## src/rtl/pconv_accum.sv

```systemverilog
// pconv_accum: accumulates NUM_PCONV signed partial sums plus bias, then rounds, shifts, applies ReLU and saturates to unsigned.
module pconv_accum #(
    parameter int PCONV_LEN = 18,
    parameter int NUM_PCONV = 3,
    parameter int BIAS_LEN  = 16,
    parameter int ACC_LEN   = 21,
    parameter int OUT_LEN   = 8,
    parameter int SHIFT_LEN = 4
) (
    input  logic                 i_clk,
    input  logic                 i_rst_n,
    input  logic                 i_valid,
    output logic                 o_ready,
    input  logic [PCONV_LEN-1:0] i_pconv,
    input  logic [BIAS_LEN-1:0]  i_bias,
    input  logic [SHIFT_LEN-1:0] i_shift,
    output logic                 o_valid,
    input  logic                 i_ready,
    output logic [OUT_LEN-1:0]   o_data,
    output logic                 o_sat
);
    typedef enum logic {S_ACC, S_OUT} state_t;
    localparam int CNT_W = NUM_PCONV > 1 ? $clog2(NUM_PCONV) : 1;
    localparam logic [CNT_W-1:0] LAST = CNT_W'(NUM_PCONV - 1);
    localparam logic signed [ACC_LEN:0] MAXV = (ACC_LEN+1)'((1 << OUT_LEN) - 1);
    state_t state, state_n;
    logic [CNT_W-1:0] cnt;
    logic signed [ACC_LEN-1:0] acc;
    logic [SHIFT_LEN-1:0] shift_q, sh;
    logic accept, first, last;
    logic signed [ACC_LEN:0] bias_x, pconv_x, acc_x, sum, half, rnd, q;
    assign first   = cnt == '0;
    assign last    = cnt == LAST;
    assign accept  = i_valid && o_ready;
    assign sh      = first ? i_shift : shift_q;
    assign bias_x  = {{(ACC_LEN+1-BIAS_LEN){i_bias[BIAS_LEN-1]}}, i_bias};
    assign pconv_x = {{(ACC_LEN+1-PCONV_LEN){i_pconv[PCONV_LEN-1]}}, i_pconv};
    assign acc_x   = {acc[ACC_LEN-1], acc};
    assign sum     = (first ? bias_x : acc_x) + pconv_x;
    assign half    = sh == '0 ? '0 : (ACC_LEN+1)'(1) << (sh - 1'b1);
    assign rnd     = sum + half;
    assign q       = rnd >>> sh;
    always_ff @(posedge i_clk) begin
        if (!i_rst_n) state <= S_ACC;
        else          state <= state_n;
    end
    always_comb begin
        state_n = (accept && last) ? S_OUT : (state == S_OUT && !i_ready) ? S_OUT : S_ACC;
    end
    always_comb begin
        o_ready = state == S_ACC || i_ready;
        o_valid = state == S_OUT;
    end
    // A beat accepted while retiring a result starts the next group.
    always_ff @(posedge i_clk) begin
        if (!i_rst_n) begin
            cnt     <= '0;
            acc     <= '0;
            shift_q <= '0;
            o_data  <= '0;
            o_sat   <= 1'b0;
        end else if (accept) begin
            if (first) shift_q <= i_shift;
            if (last) begin
                cnt    <= '0;
                o_data <= q < 0 ? '0 : q > MAXV ? {OUT_LEN{1'b1}} : q[OUT_LEN-1:0];
                o_sat  <= q > MAXV;
            end else begin
                cnt <= cnt + 1'b1;
                acc <= sum[ACC_LEN-1:0];
            end
        end
    end
endmodule
```

## config.mk

```make
export PLATFORM = sky130hd
export DESIGN_NAME = pconv_accum
export DESIGN_NICKNAME = d
export VERILOG_FILES = /design/src/rtl/pconv_accum.sv
export SDC_FILE = /design/constraint.sdc
export NUM_CORES = 1
export LEC_CHECK = 0
export BUFFER_PORTS_ARGS = -buffer_cell sky130_fd_sc_hd__buf_2
export CAP_MARGIN = 20
export CORE_MARGIN = 5
export CORE_UTILIZATION = 40
export DETAILED_ROUTE_END_ITERATION = 8
export PLACE_DENSITY = 0.6
export SKIP_LAST_GASP = 1
export SYNTH_ARGS = -nofsm -noshare
export SYNTH_HDL_FRONTEND = slang
export SYNTH_SLANG_ARGS = --single-unit
export TNS_END_PERCENT = 30
```

## constraint.sdc

```tcl
create_clock -name i_clk -period 8.1 [get_ports i_clk]
set_input_delay 0.81 -clock i_clk [delete_from_list [all_inputs] [get_ports i_clk]]
set_output_delay 0.81 -clock i_clk [all_outputs]
set_load 0.005 [all_outputs]
```

# Word level (Yosys, flattened, before mapping)
# Cells that the tools add are included.
dict set report word_totals {
  regBits 37
  latch_bits 0
  ram_bits 0
  mem_bits_ro 0
  inputBits 42
  out_inout_bits 11
  wordCells 34
  memories 0
}
dict set report op_classes {
  addsub 4
  n_mul 0
  div 0
  magnitude_cmp 2
  n_eq_ne 1
  shifts 2
  mux 8
  bitwise 2
  reduce_logical 9
}
# op n
set op_table {}
lappend op_table {{two-way mux 22 bit} 2}
lappend op_table {{adder 22 x 18 -> 22 bit} 1}
lappend op_table {{adder 22 bit} 1}
lappend op_table {{> comparator 22 x 9 -> 1 bit (second input constant)} 1}
lappend op_table {{less-than comparator 22 x 1 -> 1 bit (second input constant)} 1}
lappend op_table {{<< shifter 1 x 4 -> 22 bit (first input constant)} 1}
lappend op_table {{>>> shifter 22 x 4 -> 22 bit} 1}
lappend op_table {{two-way mux 8 bit} 2}
lappend op_table {{zero test 4 bit} 1}
lappend op_table {{two-way mux 4 bit} 1}
lappend op_table {{AND reduction 2 bit} 2}
lappend op_table {{subtractor 4 x 1 -> 4 bit (second input constant)} 1}
lappend op_table {{logical AND 1 bit} 3}
lappend op_table {{adder 2 x 1 -> 2 bit (second input constant)} 1}
lappend op_table {{== test 2 bit (second input constant)} 1}
lappend op_table {{zero test 2 bit} 1}
lappend op_table {{two-way mux 1 bit} 2}
lappend op_table {{two-way mux 2 bit} 1}
lappend op_table {{inverter 1 bit} 2}
lappend op_table {{zero test 1 bit} 1}
lappend op_table {{logical OR 1 bit} 1}

# Depth between registers and ports, before layout
dict set report logic_depth {
  depth_word 10
  mapped_depth 29
  depth_no_buf 27
}

# Worst setup path after synthesis
# Ideal clock, no wire load.
dict set report synth_timing {
  path_type {flip-flop to flip-flop}
  from {reg cnt[0]}
  to {reg o_data[3]}
  setup_time_ps 120
  arrival_ps 5810
  required_ps 7980
  setup_slack_ps 2171
  stages_incl_launch_ff 29
  n_path_buf 3
  synth_period_minus_slack_ps 5929
  cell_sequence {dfxtp_1 > nor2_1 > clkbuf_1 > clkbuf_1 > nand2_1 > nand2_1 > ha_1 > a21o_1 > a21oi_2 > nand2_1 > a21o_1 > a21o_1 > a21o_1 > a21oi_1 > xnor2_1 > ha_1 > buf_2 > a21o_1 > a31oi_1 > inv_1 > or3_1 > and2_1 > mux4_2 > nor2_1 > a32oi_1 > nor4_1 > a31oi_1 > o21a_1 > a211o_1}
}
dict set report synth_between {
  elab_cells_between_ends 16
  classes_between {add/sub: 3; order compare: 2; eq/ne: 1; shift: 2; mux: 5; reduce/logical: 3}
}
# element line_no
set synth_rtl {}
lappend synth_rtl {{start, declared} 27} ;# logic [CNT_W-1:0] cnt;
lappend synth_rtl {{start signal, assigned} 69} ;# cnt <= cnt + 1'b1;
lappend synth_rtl {{zero test 2 bit *} 32} ;# assign first = cnt == '0;
lappend synth_rtl {{two-way mux 22 bit *} 39} ;# assign sum = (first ? bias_x : acc_x) + pconv_x;
lappend synth_rtl {{adder 22 x 18 -> 22 bit *} 39}
lappend synth_rtl {{via sum[9]} 31} ;# logic signed [ACC_LEN:0] bias_x, pconv_x, acc_x, sum, half, rnd, q;
lappend synth_rtl {{adder 22 bit *} 41} ;# assign rnd = sum + half;
lappend synth_rtl {{>>> shifter 22 x 4 -> 22 bit *} 42} ;# assign q = rnd >>> sh;
lappend synth_rtl {{> comparator 22 x 9 -> 1 bit} 66} ;# o_data <= q < 0 ? '0 : q > MAXV ? {OUT_LEN{1'b1}} : q[OUT_LEN-1:0];
lappend synth_rtl {{two-way mux 8 bit} 66}
lappend synth_rtl {{two-way mux 8 bit *} 66}
lappend synth_rtl {{end signal, assigned} 66}
lappend synth_rtl {{end, declared} 19} ;# output logic [OUT_LEN-1:0] o_data,
# Mark *: on every way through the listed nets, which the timed path passes. The rest lies on a longest branch.
# A chain may end at the register's enable or synchronous reset.

# Final worst setup path
dict set report layout_timing {
  from {reg cnt[0]}
  to {reg o_data[4]}
}
# Same word-level chain as after synthesis.

==> metrics.md <==
| Metric | Value |
|---|---|
| Met3 usage | `3.088%` |
| Multiplexer share of the synthesized area | `5.884%` |
| Placer Congestion | `0.8830` |
| Antenna Violating Nets Remaining | `0` |
| Drc violations | `0` |
| Compound-Gate Fraction of Synth Area | `31.28%` |
| Clk sinks | `37` |
| H-tree levels | `2` |
| Req. time, crit path | `8.28 ns` |
| Nets | `837` |
| GRT busiest layer | `met2` |
| Root Driver | `clkbuf_16` |
| Leak pwr | `2.521 nW` |
| Worst r2r src | `cnt[0]$_SDFFE_PN0P_` |
| Vias/cell | `5.915` |
| RSZ-0062 raised after global routing | `false` |
| Max Cap Viol | `0` |
| Met1 Use GR | `27.85%` |
| Ys flop type | `dfxtp_1` |
| Synthesized instance count | `728` |
| F_max | `0.1574 GHz` |
| Top-Level Pins | `53` |
| Post-CTS Repair Setup Buffers | `0` |
| Clk_lat worst skew | `0.29 ns` |
| Share of cells above drive strength 1 | `12.68%` |
| Die height | `122.2 µm` |
| CP startpoint | `cnt[0]$_SDFFE_PN0P_` |
| Layout Cells excl Fill | `929` |
| Initial antenna violation count | `0` |
| Placed insts | `921` |
| Setup TNS Final | `0 ns` |
| Die X | `122.2 µm` |
| Final period util | `78.43%` |
| Antenna Cells | `0` |
| Ranking of synthesized cells by area | `dfxtp_1 (15%), nand2_1 (11%), ha_1 (9.2%), a21oi_1 (6.9%), nor2_1 (5.0%)` |
| FP Rows | `41` |
| PortBufs | `52` |
| All-Layer GR Usage | `21.03%` |
| Avg Cell Area, Syn | `6.923 µm²` |
| Worst Hold Class | `register to register` |
| Starting Density | `40.43%` |
| Grt ovf | `0` |
| Vias in the first global route | `5071` |
| Hold buffers post-CTS | `0` |
| Top-area cell type share of the netlist area | `14.70%` |
| Yosys warns | `0` |
| Slew at the pin with the worst max-slew slack | `0.8629 ns` |
| Power Dens Cells | `222.6 nW/µm²` |
| DRT iter0 DRCs | `327` |
| Post-synthesis adder-cell area fraction | `9.980%` |
| Min Hold Slack | `0.4545 ns` |
| Critical Path AT | `6.53 ns` |
| Hold Startpoint | `o_sat$_SDFFE_PN0P_` |
| Mapped Area | `5040 µm²` |
| Wirelength, routed | `15690 µm` |
| Slew Limit Fails | `0` |
| Startpoint Class | `register` |
| DP HPWL | `12050 µm` |
| Core box area | `12470 µm²` |
| Share of synthesized registers carrying an async set or reset | `0%` |
| Register area share after synthesis | `14.70%` |
| Largest family of logic cells by synthesized area | `compound AO/OA/AOI/OAI gates` |
| DIE AREA | `14940 µm²` |
| Simple-gate share of the synthesized area | `28.38%` |
| Slew margin rel. | `42.31%` |
| Detailed Routing Iterations Pass 1 | `6` |
| Wire length per cell | `16.89 µm` |
| CTS tree | `built` |
| Setup Crit Path Kind | `register to register` |
| First-pass GRT wire length | `25410 µm` |
| Post_cts resized | `0` |
| Pin count of the biggest net entering global routing | `35` |
| Fillers | `1301` |
| Crit path capture type | `register` |
| Clk buf depth | `2` |
| Via count | `5495` |
| Skew final | `0.006515 ns` |
| Syn Nets | `809` |
| Xor-xnor portion of the synthesized cell area | `5.387%` |
| Fin crit period | `6.353 ns` |
| Endpoints failing setup | `0` |
| Peak VDD IR | `89.95 µV` |
| Seq cells post-synth | `37` |
| Crit path max fanout | `16` |
| Status | `finished, final reports clean` |
| P&R area growth vs syn | `10.53%` |
| Distinct cells, synth | `78` |
| Leading area contributor after synthesis | `dfxtp_1` |
| Final hold vios | `0` |
| Grt met2 use | `35.07%` |
| CTS buffer count | `5` |
| EDFF count, synth | `0` |
| Clock-pin slew on the worst setup and hold paths | `0.06 ns` |
[synthesized netlist by cell type, types with 3 or more instances]
cell	instances
and4_1	4
a211o_1	4
a21o_1	22
nand3_1	22
inv_1	11
or3_1	7
nand2b_1	9
nor4_1	5
nor2b_1	4
o22ai_1	5
a211oi_1	8
o21a_1	9
ha_1	37
a221oi_1	3
nor3_1	10
buf_6	3
nand4_1	7
and3_1	3
mux2i_1	24
a31oi_1	9
nor4_2	3
xnor2_1	21
nand2_1	143
a21oi_2	4
o211ai_1	18
o221ai_1	3
a21oi_1	69
o21ai_0	37
buf_2	8
xor2_1	10
o21ai_1	3
mux2_2	3
o2bb2ai_1	4
and2_1	14
o31ai_1	5
clkbuf_1	23
dfxtp_1	37
a221o_1	3
nor2_1	67
[power breakdown]
group | internal (mW) | switching [mW] | total [mW]
logic | 0.297 | 0.494 | 0.791
clock network | 0.154 | 0.0833 | 0.237
registers | 0.202 | 0.0104 | 0.212
[through the flow]
step | util [%] | setup slack, ns | instance area (µm²) | power, mW
3_5_place_dp | 43.30 | 1.835 | 5398 | 0.9906
6_report | 44.69 | 1.747 | 5570 | 1.240
5_1_grt | 44.69 | 1.296 | 5570 | 1.342
4_1_cts | 44.69 | 1.812 | 5570 | 1.234
3_3_place_gp | 43.30 | 1.971 | 5398 | 0.9857
2_1_floorplan | - | 2.171 | 5040 | 0.8259
[flip-flops by register name (all words and copies together) (netlist names)]
register and count:
acc 21, o_data 8, cnt 2, o_valid 1, o_sat 1, shift_q 4
[cells by family (layout without fill, tap and decap cells)]
family | count (synthesis) | after routing
other | 1 | 1
XOR/XNOR | 31 | 31
multiplexers | 28 | 28
buffers and inverters | 49 | 78
adder cells (fa/ha/maj) | 39 | 39
flip-flops | 37 | 37
AO/OA/AOI/OAI | 234 | 234
AND/OR/NAND/NOR | 309 | 309
[cell usage in the layout (no fill, tap or decap), types with 4 or more instances in the layout]
| cell type | synthesis | final |
|---|---|---|
| xor2_1 | 10 | 10 |
| a211oi_1 | 8 | 8 |
| a21o_1 | 22 | 22 |
| o22ai_1 | 5 | 5 |
| a31oi_1 | 9 | 9 |
| o21a_1 | 9 | 9 |
| a21oi_2 | 4 | 4 |
| o211ai_1 | 18 | 18 |
| o31ai_1 | 5 | 5 |
| clkbuf_16 | 0 | 5 |
| a211o_1 | 4 | 4 |
| nor2_1 | 67 | 66 |
| nand2_1 | 143 | 143 |
| nand4_1 | 7 | 7 |
| nand3_1 | 22 | 22 |
| mux2i_1 | 24 | 22 |
| nor2b_1 | 4 | 4 |
| nand2b_1 | 9 | 9 |
| nor3_1 | 10 | 10 |
| buf_2 | 8 | 52 |
| xnor2_1 | 21 | 21 |
| dfxtp_1 | 37 | 37 |
| or3_1 | 7 | 7 |
| and4_1 | 4 | 4 |
| a21oi_1 | 69 | 69 |
| buf_4 | 0 | 6 |
| nor4_1 | 5 | 5 |
| o21ai_0 | 37 | 37 |
| o2bb2ai_1 | 4 | 4 |
| and2_1 | 14 | 14 |
| inv_1 | 11 | 11 |
| ha_1 | 37 | 37 |
[worst paths after layout]
check / endpoint / slack (ns) / cells past startpoint
setup reg to reg: o_data[4]$_SDFFE_PN0P_ / 1.75 / 26
hold / removal: o_sat$_SDFFE_PN0P_ / 0.45 / 1
setup / recovery: o_data[4]$_SDFFE_PN0P_ / 1.75 / 26
hold reg to reg: o_sat$_SDFFE_PN0P_ / 0.45 / 1
[critical path: stages, from the launching register on]
cell and delay, ns:
dfxtp_1 0.35, nor2_2 0.44, buf_4 0.32, nand2_1 0.08, nand2_1 0.06, ha_1 0.28, a21o_1 0.22, a21oi_2 0.17
nand2_1 0.10, a21o_1 0.18, a21o_1 0.19, a21o_1 0.17, a21oi_1 0.17, xnor2_1 0.14, ha_1 0.52, and4_1 0.23
o21a_1 0.17, a21oi_1 0.12, o31a_1 0.32, or4_1 0.54, nand2_1 0.11, a31o_2 0.19, o311ai_1 0.15, nor4_1 0.31
a31oi_1 0.16, o21a_1 0.26, a211o_1 0.28
[cell type report]
cell class | instances | area (µm²) | share of cell area [%]
clock inverters | 1 | 30.03 | 0.5391
inverters | 12 | 45.04 | 0.8086
well taps | 172 | 215.2 | 3.863
clock buffers | 7 | 142.6 | 2.561
repair buffers | 58 | 305.3 | 5.481
multi-input cells | 642 | 4091 | 73.45
flip-flops and latches | 37 | 740.7 | 13.30
[routing by layer]
layer	wire, µm	vias up	share of wire (%)
li1	-	2718	-
met1	7213	2559	46
met2	7148	184	46
met3	913	34	5.8
met4	418	0	2.7
met5	0	-	0
Note: power is estimated with default switching activity, not from simulation.
